$ cat src/rtl/multicycle_control.sv
// ---------------------------------------------------------------------------
// multicycle_control
//
// Main control FSM of the multicycle 32-bit RISC core. Each instruction is
// sequenced through fetch, decode, execute, memory and writeback. The block
// drives every datapath enable and mux select, stalls memory accesses on
// mem_ready, and counts retired legal instructions.
//
// Ports
//   clk          in   rising-edge clock
//   rst_n        in   synchronous active-low reset
//   opcode[5:0]  in   instruction[31:26], sampled only in DECODE
//   mem_ready    in   memory finishes the current read/write this cycle
//   ALUOp[2:0]   out  000 add, 001 sub, 010 funct, 011 addi, 100 andi,
//                     101 ori, 110 slti
//   PCWrite, PCWriteCond, IorD, MemRead, MemWrite, IRWrite, MemtoReg,
//   RegDst, RegWrite, ALUSrcA   out  datapath controls
//   ALUSrcB[1:0] out  00 reg B, 01 const 4, 10 imm, 11 imm<<2
//   PCSource[1:0]out  00 ALU result, 01 ALUOut, 10 jump target
//   instr_done   out  one-cycle pulse in the final state of a legal instr
//   illegal_op   out  one-cycle pulse for an undecodable opcode
//   instr_count  out  retired legal instruction count (wraps)
//   o_state[3:0] out  current FSM state, for debug and checker binding
//
// Handshake: mem_ready is a completion strobe. In FETCH, MEM_RD and MEM_WR
// the FSM holds (outputs constant) every cycle mem_ready is 0 and advances
// in the first cycle it is 1; mem_ready is ignored in every other state.
// ---------------------------------------------------------------------------
module multicycle_control #(
  parameter int CNT_W = 16
) (
  input  logic             clk,
  input  logic             rst_n,
  input  logic [5:0]       opcode,
  input  logic             mem_ready,
  output logic [2:0]       ALUOp,
  output logic             PCWrite,
  output logic             PCWriteCond,
  output logic             IorD,
  output logic             MemRead,
  output logic             MemWrite,
  output logic             IRWrite,
  output logic             MemtoReg,
  output logic             RegDst,
  output logic             RegWrite,
  output logic             ALUSrcA,
  output logic [1:0]       ALUSrcB,
  output logic [1:0]       PCSource,
  output logic             instr_done,
  output logic             illegal_op,
  output logic [CNT_W-1:0] instr_count,
  output logic [3:0]       o_state
);

  localparam logic [5:0] OP_R    = 6'b000000;
  localparam logic [5:0] OP_LW   = 6'b100011;
  localparam logic [5:0] OP_SW   = 6'b101011;
  localparam logic [5:0] OP_BEQ  = 6'b000100;
  localparam logic [5:0] OP_J    = 6'b000010;
  localparam logic [5:0] OP_ADDI = 6'b001000;
  localparam logic [5:0] OP_ANDI = 6'b001100;
  localparam logic [5:0] OP_ORI  = 6'b001101;
  localparam logic [5:0] OP_SLTI = 6'b001010;

  typedef enum logic [3:0] {
    S_RST      = 4'd0,
    S_FETCH    = 4'd1,
    S_DECODE   = 4'd2,
    S_MEM_ADDR = 4'd3,
    S_MEM_RD   = 4'd4,
    S_MEM_WB   = 4'd5,
    S_MEM_WR   = 4'd6,
    S_EXEC_R   = 4'd7,
    S_WB_R     = 4'd8,
    S_EXEC_I   = 4'd9,
    S_WB_I     = 4'd10,
    S_BRANCH   = 4'd11,
    S_JUMP     = 4'd12,
    S_ILLEGAL  = 4'd13
  } state_t;

  state_t           r_state;
  state_t           w_next;
  logic [5:0]       r_op_q;
  logic [CNT_W-1:0] r_count;

  assign o_state     = r_state;
  assign instr_count = r_count;

  // State register. op_q captures the opcode in DECODE so later opcode
  // changes cannot disturb sequencing or ALUOp.
  always_ff @(posedge clk) begin
    if (!rst_n) begin
      r_state <= S_RST;
      r_op_q  <= '0;
    end else begin
      r_state <= w_next;
      if (r_state == S_DECODE) begin
        r_op_q <= opcode;
      end
    end
  end

  // Next-state logic.
  always_comb begin
    w_next = r_state;
    case (r_state)
      S_RST:      w_next = S_FETCH;
      S_FETCH:    if (mem_ready) w_next = S_DECODE;
      S_DECODE: begin
        case (opcode)
          OP_LW, OP_SW:                       w_next = S_MEM_ADDR;
          OP_R:                               w_next = S_EXEC_R;
          OP_ADDI, OP_ANDI, OP_ORI, OP_SLTI:  w_next = S_EXEC_I;
          OP_BEQ:                             w_next = S_BRANCH;
          OP_J:                               w_next = S_JUMP;
          default:                            w_next = S_ILLEGAL;
        endcase
      end
      S_MEM_ADDR: w_next = (r_op_q == OP_LW) ? S_MEM_RD : S_MEM_WR;
      S_MEM_RD:   if (mem_ready) w_next = S_MEM_WB;
      S_MEM_WB:   w_next = S_FETCH;
      S_MEM_WR:   if (mem_ready) w_next = S_FETCH;
      S_EXEC_R:   w_next = S_WB_R;
      S_WB_R:     w_next = S_FETCH;
      S_EXEC_I:   w_next = S_WB_I;
      S_WB_I:     w_next = S_FETCH;
      S_BRANCH:   w_next = S_FETCH;
      S_JUMP:     w_next = S_FETCH;
      S_ILLEGAL:  w_next = S_FETCH;
      default:    w_next = S_RST;
    endcase
  end

  // Output decode: a function of state only, except FETCH (IRWrite/PCWrite
  // gated by mem_ready) and MEM_WR (instr_done in the completing cycle).
  always_comb begin
    ALUOp       = 3'b000;
    PCWrite     = 1'b0;
    PCWriteCond = 1'b0;
    IorD        = 1'b0;
    MemRead     = 1'b0;
    MemWrite    = 1'b0;
    IRWrite     = 1'b0;
    MemtoReg    = 1'b0;
    RegDst      = 1'b0;
    RegWrite    = 1'b0;
    ALUSrcA     = 1'b0;
    ALUSrcB     = 2'b00;
    PCSource    = 2'b00;
    instr_done  = 1'b0;
    illegal_op  = 1'b0;
    case (r_state)
      S_FETCH: begin
        MemRead = 1'b1;
        ALUSrcB = 2'b01;
        IRWrite = mem_ready;
        PCWrite = mem_ready;
      end
      S_DECODE: begin
        ALUSrcB = 2'b11;
      end
      S_MEM_ADDR: begin
        ALUSrcA = 1'b1;
        ALUSrcB = 2'b10;
      end
      S_MEM_RD: begin
        MemRead = 1'b1;
        IorD    = 1'b1;
      end
      S_MEM_WB: begin
        RegWrite   = 1'b1;
        MemtoReg   = 1'b1;
        instr_done = 1'b1;
      end
      S_MEM_WR: begin
        MemWrite   = 1'b1;
        IorD       = 1'b1;
        instr_done = mem_ready;
      end
      S_EXEC_R: begin
        ALUSrcA = 1'b1;
        ALUOp   = 3'b010;
      end
      S_WB_R: begin
        RegWrite   = 1'b1;
        RegDst     = 1'b1;
        instr_done = 1'b1;
      end
      S_EXEC_I: begin
        ALUSrcA = 1'b1;
        ALUSrcB = 2'b10;
        case (r_op_q)
          OP_ADDI: ALUOp = 3'b011;
          OP_ANDI: ALUOp = 3'b100;
          OP_ORI:  ALUOp = 3'b101;
          OP_SLTI: ALUOp = 3'b110;
          default: ALUOp = 3'b000;
        endcase
      end
      S_WB_I: begin
        RegWrite   = 1'b1;
        instr_done = 1'b1;
      end
      S_BRANCH: begin
        ALUSrcA     = 1'b1;
        ALUOp       = 3'b001;
        PCWriteCond = 1'b1;
        PCSource    = 2'b01;
        instr_done  = 1'b1;
      end
      S_JUMP: begin
        PCWrite    = 1'b1;
        PCSource   = 2'b10;
        instr_done = 1'b1;
      end
      S_ILLEGAL: begin
        illegal_op = 1'b1;
      end
      default: begin
      end
    endcase
  end

  // Retired-instruction counter; wraps naturally at 2^CNT_W.
  always_ff @(posedge clk) begin
    if (!rst_n) begin
      r_count <= '0;
    end else if (instr_done) begin
      r_count <= r_count + CNT_W'(1);
    end
  end

endmodule
$ cat config.mk
export PLATFORM = sky130hd
export DESIGN_NAME = multicycle_control
export DESIGN_NICKNAME = d
export VERILOG_FILES = /design/src/rtl/multicycle_control.sv
export SDC_FILE = /design/constraint.sdc
export NUM_CORES = 1
export LEC_CHECK = 0
export CELL_PAD_IN_SITES_DETAIL_PLACEMENT = 0
export CELL_PAD_IN_SITES_GLOBAL_PLACEMENT = 1
export CORE_ASPECT_RATIO = 1.25
export CORE_MARGIN = 4
export CORE_UTILIZATION = 29
export DETAILED_ROUTE_END_ITERATION = 8
export GPL_TIMING_DRIVEN = 1
export PLACE_DENSITY = 0.74
export SLEW_MARGIN = 20
export SYNTH_ARGS = -nofsm -noshare
export SYNTH_HDL_FRONTEND = slang
export SYNTH_SLANG_ARGS = --single-unit
$ cat constraint.sdc
create_clock -name clk -period 1.7 [get_ports clk]
set_input_delay 0.51 -clock clk [delete_from_list [all_inputs] [get_ports clk]]
set_output_delay 0.51 -clock clk [all_outputs]
set_load 0.01 [all_outputs]
==> qor.txt, run 1 <==
Run status -> finished, violations left
Violated checks -> setup timing
Worst-Skew Late Latency -> 0.27 ns
Drt pass-1 iters -> 4
Die Ht -> 89.2 um
Synthesized instance count -> 201
Drt via density -> 5.04
Avg Cell Area, Syn -> 7.61 sq um
Hold depth -> 2
Crit. End Element -> output pin
Global route overflow -> 0
Global-route wire length before repair -> 8.94 mm
Crit Path Class -> reg -> out
Bufs and invs on worst path -> 3
Clk network pwr share -> 9.8%
Routability cong. -> 0.847
Post-synth EDFFs -> 0
Diodes inserted -> 0
Reg2reg setup slack -> -0.10 ns
Hold Crit Class -> reg -> reg
I/O Buffers -> 47
Fraction of the cycle the final worst path needs -> 123%
Ranking of synthesized cells by area -> dfxtp_1 (34%), nor2_1 (6.4%), a21oi_1 (6.2%), nand2_1 (5.9%), nand4_1 (4.9%)
Fmax -> 478 MHz
Area of the multi-input gates -> 0.00128 sq mm
Total number of vias -> 1921
Filler cells -> 467
Synth cell types -> 44
Top cell type's share of synthesized area -> 34.0%
M1 GR Usage -> 19.6%
Reg2reg end -> instr_count[13]$_SDFFE_PN0P_
Slew @ Worst Pin -> 0.334 ns
Net Sw Frac -> 39.1%
Total Power -> 4.11 mW
Dominant cell type by area after synthesis -> dfxtp_1
Setup ws final -> -0.393 ns
Reg clk slew, reported paths -> 0.09 ns
Power Density -> 1340 mW/mm^2
Hold_sp -> instr_count[15]$_SDFFE_PN0P_
Wirelength, routed -> 5.61 mm
Net switching power -> 1.61 mW
FF-to-FF path depth -> 7
Layout cells sized above 1 -> 54.2%
Top FF cell, synth -> dfxtp_1
Leakage -> 1.41 nW
Crit path max fanout -> 3
Comb pwr share -> 69.5%
Longest Clk Path Bufs -> 2
Fin crit period -> 2.09 ns
Post-Synthesis Net Count -> 211
Setup TNS -> -3.56 ns
Count of pins over their slew limit -> 0
RSZ-0062 raised after global routing -> true
Cell mode on critical path -> buf_6
WHS Endpoint -> instr_count[15]$_SDFFE_PN0P_
Post-route ant nets -> 0
Worst VDD drop -> 0.000605 V
Initial antenna violation count -> 0
Worst r2r src -> o_state[2]$_SDFFE_PN0P_
Largest stage delay, worst path -> 0.38 ns
CTS tree -> done
Sequential cell area -> 546 sq um
Num ports -> 48
Total CTS buffers -> 3
Nets -> 330
Crit-path leading delay family -> simple AND/OR/NAND/NOR gates
Grt peak-use layer -> met2
Crit path DAT -> 1.58 ns
Dpl ws -> -0.871 ns
P&R area growth vs syn -> 100%
Total track usage -> 17.3%
Final hold violation count -> 0
Worst slew margin -> 77.5%
Avg WL per Cell -> 14.7 um
Most frequent cells after synthesis -> dfxtp_1 (26), nor2_1 (26), nand2_1 (24), a21oi_1 (19), nand4_1 (12)
Max Clock Skew -> 0.00181 ns
CTS Root Cell -> clkbuf_8
Cells along the critical path -> nand2b_4 -> nor2_4 -> buf_4 -> buf_6 -> and3_4 -> or2_4 -> buf_6
CTS Hold Bufs -> 0
Sequential share of power -> 20.7%
Starting Density -> 30.1%
Core outline area -> 0.00508 sq mm
Die Area -> 0.00651 sq mm
Worst endpoint required time -> 1.19 ns
Post-synthesis cell area -> 0.00153 sq mm
# rows -> 29
Clock sink count -> 26
Ys Warns -> 0
Chip width -> 72.9 um
Seq/Total Area, Yosys -> 34.0%
HPWL Detailed -> 3.67 mm
Largest net degree at the start of global routing -> 15
M2 GR Usage -> 32.3%
Initial DRC count -> 112
Routing usage on met3 -> 2.36%
Final setup viols -> 25
Slowest-stage cell, CP -> dfxtp_4
#FFs+latches synth -> 26
Startpoint types -> register
Drc violations -> 0
Async set or reset register ratio after synthesis -> 0%
H-tree levels -> 1
Power Internal -> 2.50 mW
MaxCap Viol Count -> 0
Number of global-route vias before repair -> 1959
==> through the flow <==
step,area [sq um],util [%],hold WS (ns),std cells
2_1_floorplan,1590,-,0.445,201
3_3_place_gp,2470,48.6,0.462,351
3_5_place_dp,2470,48.6,0.464,351
4_1_cts,2780,54.6,0.480,373
5_1_grt,3060,60.2,0.513,381
6_report,3060,60.2,0.492,381
==> worst min-delay path, cell delays in order (launching register included) <==
cell and delay [ns]:
dfxtp_1 0.32, o21ai_0 0.07, a21oi_1 0.06
==> cells in the final DEF (no fill, tap or decap), types with 3 or more instances in the layout <==
cell type,instances
buf_4,54
dlymetal6s2s_1,3
nor2_4,3
mux2i_1,4
dfxtp_1,14
nand2_8,3
buf_8,3
inv_1,3
dfxtp_2,8
nor2_2,7
xor2_1,7
a21oi_2,9
buf_6,25
buf_2,14
xnor2_1,4
nand2_1,12
dlygate4sd2_1,23
nand3_1,5
clkbuf_8,4
nand4_1,12
a21oi_1,10
nand2b_4,4
dfxtp_4,4
nand2_2,6
o21ai_0,6
nand2_4,4
nor2_1,16
==> per-layer routing <==
| layer | vias up | wire (um) |
|---|---|---|
| li1 | 955 | - |
| met1 | 898 | 2290 |
| met2 | 57 | 2960 |
| met3 | 11 | 234 |
| met4 | 0 | 127 |
| met5 | - | 0 |
==> power by group through the flow <==
stage	sequential, mW	combinational [mW]	clock (mW)
after floorplan	0.830	0.855	0
after global placement	0.830	1.80	0
after detailed placement	0.829	1.81	0
after CTS	0.845	2.37	0.426
after global routing	0.862	3.05	0.449
final	0.849	2.85	0.404
==> how the worst max path moves through the flow <==
stage                                  from                      end  slack, ns  cells after the start
CTS                 o_state[1]$_SDFFE_PN0P_               instr_done      -0.39                      6
detailed placement                mem_ready               instr_done      -0.87                      6
global placement                  mem_ready               instr_done      -0.87                      6
finish              o_state[1]$_SDFFE_PN0P_                  PCWrite      -0.39                      7
floorplan                         opcode[2]  o_state[0]$_SDFFE_PN0P_      -0.03                      5
global route        o_state[1]$_SDFFE_PN0P_                 ALUOp[0]      -0.49                      6
==> repair_timing <==
| item | 4_1_cts | 5_1_grt |
|---|---|---|
| gates resized for setup | 162 | 59 |
| pin swaps | 28 | 32 |
| setup buffers | 19 | 11 |
| endpoints found under the hold margin | 0 | 0 |
| setup endpoints to repair | 55 | 46 |
==> cells by family after synthesis <==
group | share of synthesized area [%]
buffers and inverters | 4.75
XOR/XNOR | 6.87
AO/OA/AOI/OAI | 17.3
AND/OR/NAND/NOR | 32.9
adder cells (fa/ha/maj) | 0.818
flip-flops | 34.0
multiplexers | 3.36
==> state kept, by name, summed over array words and instances (netlist names) <==
signal	cells
o_state	4
r_op_q	6
instr_count	16
==> layout make-up <==
cell class	count	share of cell area (%)
Tap cell	62	2.54
Timing Repair Buffer	125	35.3
Sequential cell	26	17.8
Clock buffer	4	1.80
Multi-Input combinational cell	159	41.8
Inverter	5	0.695
No activity file was read; power rests on OpenSTA's default activity.
==> inputs of run 2 (changes only) <==
TNS_END_PERCENT = 1   (was not set)
==> run 2 against run 1 <==
Against the previous run: the flow still finishes with violations (setup timing); via count is 7.7% lower; power down 22%; wire length fell by 12%; sequential share of layout area up 3.1 points; setup slack improved by 0.063 ns; fmax up 3.1%; register-to-register slack worse by 0.09 ns; die area unchanged; sequential power down 4.4%; global-route usage shrank 1.6 points; critical endpoint is now ALUOp[1].
==> qor.txt, run 2 (same netlist as run 1, synthesis figures left out) <==
Run status -> finished, violations left
Violated checks -> setup timing
Post-route ant nets -> 0
Worst VDD drop -> 0.000515 V
Num ports -> 48
Slew @ Worst Pin -> 0.397 ns
Drc violations -> 0
Total CTS buffers -> 3
Crit path DAT -> 1.52 ns
Total Power -> 3.22 mW
Count of pins over their slew limit -> 0
Slowest-stage cell, CP -> dfxtp_2
Setup ws final -> -0.330 ns
Most frequent cells in the layout -> buf_4 (39), nand2_1 (21), nor2_1 (19)
MaxCap Viol Count -> 0
Drt pass-1 iters -> 5
Total number of vias -> 1774
Fin crit period -> 2.03 ns
Chip width -> 72.9 um
Max Clock Skew -> 0.00435 ns
Nets -> 299
Diodes inserted -> 0
Hold Crit Class -> reg -> reg
M2 GR Usage -> 28.6%
Wirelength, routed -> 4.95 mm
P&R area growth vs syn -> 68.2%
Routing usage on met3 -> 1.91%
Worst endpoint required time -> 1.19 ns
Largest net degree at the start of global routing -> 16
Die Area -> 0.00651 sq mm
Total track usage -> 15.7%
Global route overflow -> 0
Clock sink count -> 26
Power Density -> 1250 mW/mm^2
Number of flip-flops in the largest register -> 16
Crit. End Element -> output pin
Initial antenna violation count -> 0
Reg clk slew, reported paths -> 0.09 ns
I/O Buffers -> 47
Number of global-route vias before repair -> 1748
Fmax -> 493 MHz
Die Ht -> 89.2 um
Startpoint types -> register
# rows -> 29
Layout cells sized above 1 -> 41.0%
Longest Clk Path Bufs -> 2
Starting Density -> 30.1%
CTS tree -> done
Most common cell after layout, fill and taps aside -> buf_4
Crit path max fanout -> 2
Setup TNS -> -3.66 ns
H-tree levels -> 1
Largest stage delay, worst path -> 0.34 ns
Worst slew margin -> 73.2%
Routability cong. -> 0.819
RSZ-0062 raised after global routing -> true
Final setup viols -> 22
Global-route wire length before repair -> 8.13 mm
Grt peak-use layer -> met2
CTS Root Cell -> clkbuf_8
M1 GR Usage -> 19.4%
Crit Path Class -> reg -> out
Fraction of the cycle the final worst path needs -> 119%
CTS Hold Bufs -> 0
Drt via density -> 5.07
Final hold violation count -> 0
Avg WL per Cell -> 14.2 um
Cells along the critical path -> nand2b_4 -> nor2_4 -> nand4_1 -> buf_4 -> o32ai_2 -> buf_2
HPWL Detailed -> 3.68 mm
Dpl ws -> -0.849 ns
Leakage -> 1.15 nW
Worst-Skew Late Latency -> 0.27 ns
Core outline area -> 0.00508 sq mm
Initial DRC count -> 70
Filler cells -> 528
==> run 2: area by class of cell <==
type	count	area, sq um	share of cell area [%]
Tap cell	62	77.6	3.02
Timing Repair Buffer	94	774	30.1
Inverter	5	18.8	0.730
Sequential cell	26	539	21.0
Multi-Input combinational cell	159	1090	42.4
Clock inverter	1	30.0	1.17
Clock buffer	3	41.3	1.61
==> run 2: power by group <==
part	total (mW)	switching [mW]	internal, mW
clock	0.516	0.201	0.315
sequential	0.812	0.103	0.709
combinational	1.89	0.955	0.936
==> run 2: worst max-delay path, delay by kind of cell, from the launching register on <==
kind                   cells  cell delay, ns
buffers and inverters      2            0.34
AND/OR/NAND/NOR            3            0.38
flip-flops                 1            0.34
AO/OA/AOI/OAI              1            0.19
==> run 2: layer usage <==
metal	up-vias	part of all wire [%]	routed length, um
li1	896	-	-
met1	831	44	2190
met4	0	0.48	24
met2	45	50	2500
met3	2	4.9	243
met5	-	0	0
==> run 2: final timing paths <==
kind	from	endpoint	slack, ns	depth (start not counted)
worst max-delay path	o_state[1]$_SDFFE_PN0P_	ALUOp[1]	-0.33	6
worst min-delay path	r_op_q[5]$_SDFFE_PN0P_	r_op_q[5]$_SDFFE_PN0P_	0.48	2
worst max register to register	o_state[2]$_SDFFE_PN0P_	o_state[0]$_SDFFE_PN0P_	-0.19	7
worst min register to register	r_op_q[5]$_SDFFE_PN0P_	r_op_q[5]$_SDFFE_PN0P_	0.48	2
==> run 2: through the flow <==
step,hold slack [ns],cells,utilization (%),area (sq um)
2_1_floorplan,0.445,201,-,1560
3_3_place_gp,0.463,342,46.9,2380
3_5_place_dp,0.466,342,46.9,2380
4_1_cts,0.483,350,49.6,2520
5_1_grt,0.517,350,50.6,2570
6_report,0.481,350,50.6,2570
==> run 2: what timing repair did <==
| item | in CTS | in global routing |
|---|---|---|
| pin swaps | 9 | 10 |
| setup endpoints to repair | 55 | 39 |
| gates resized for setup | 143 | 20 |
| buffers inserted | 4 | 0 |
==> inputs of run 3 (changes only) <==
GPL_ROUTABILITY_DRIVEN = 0   (was not set)
==> results of run 3 <==
Same layout as run 2: the final DEF is identical, and so are final timing and power.
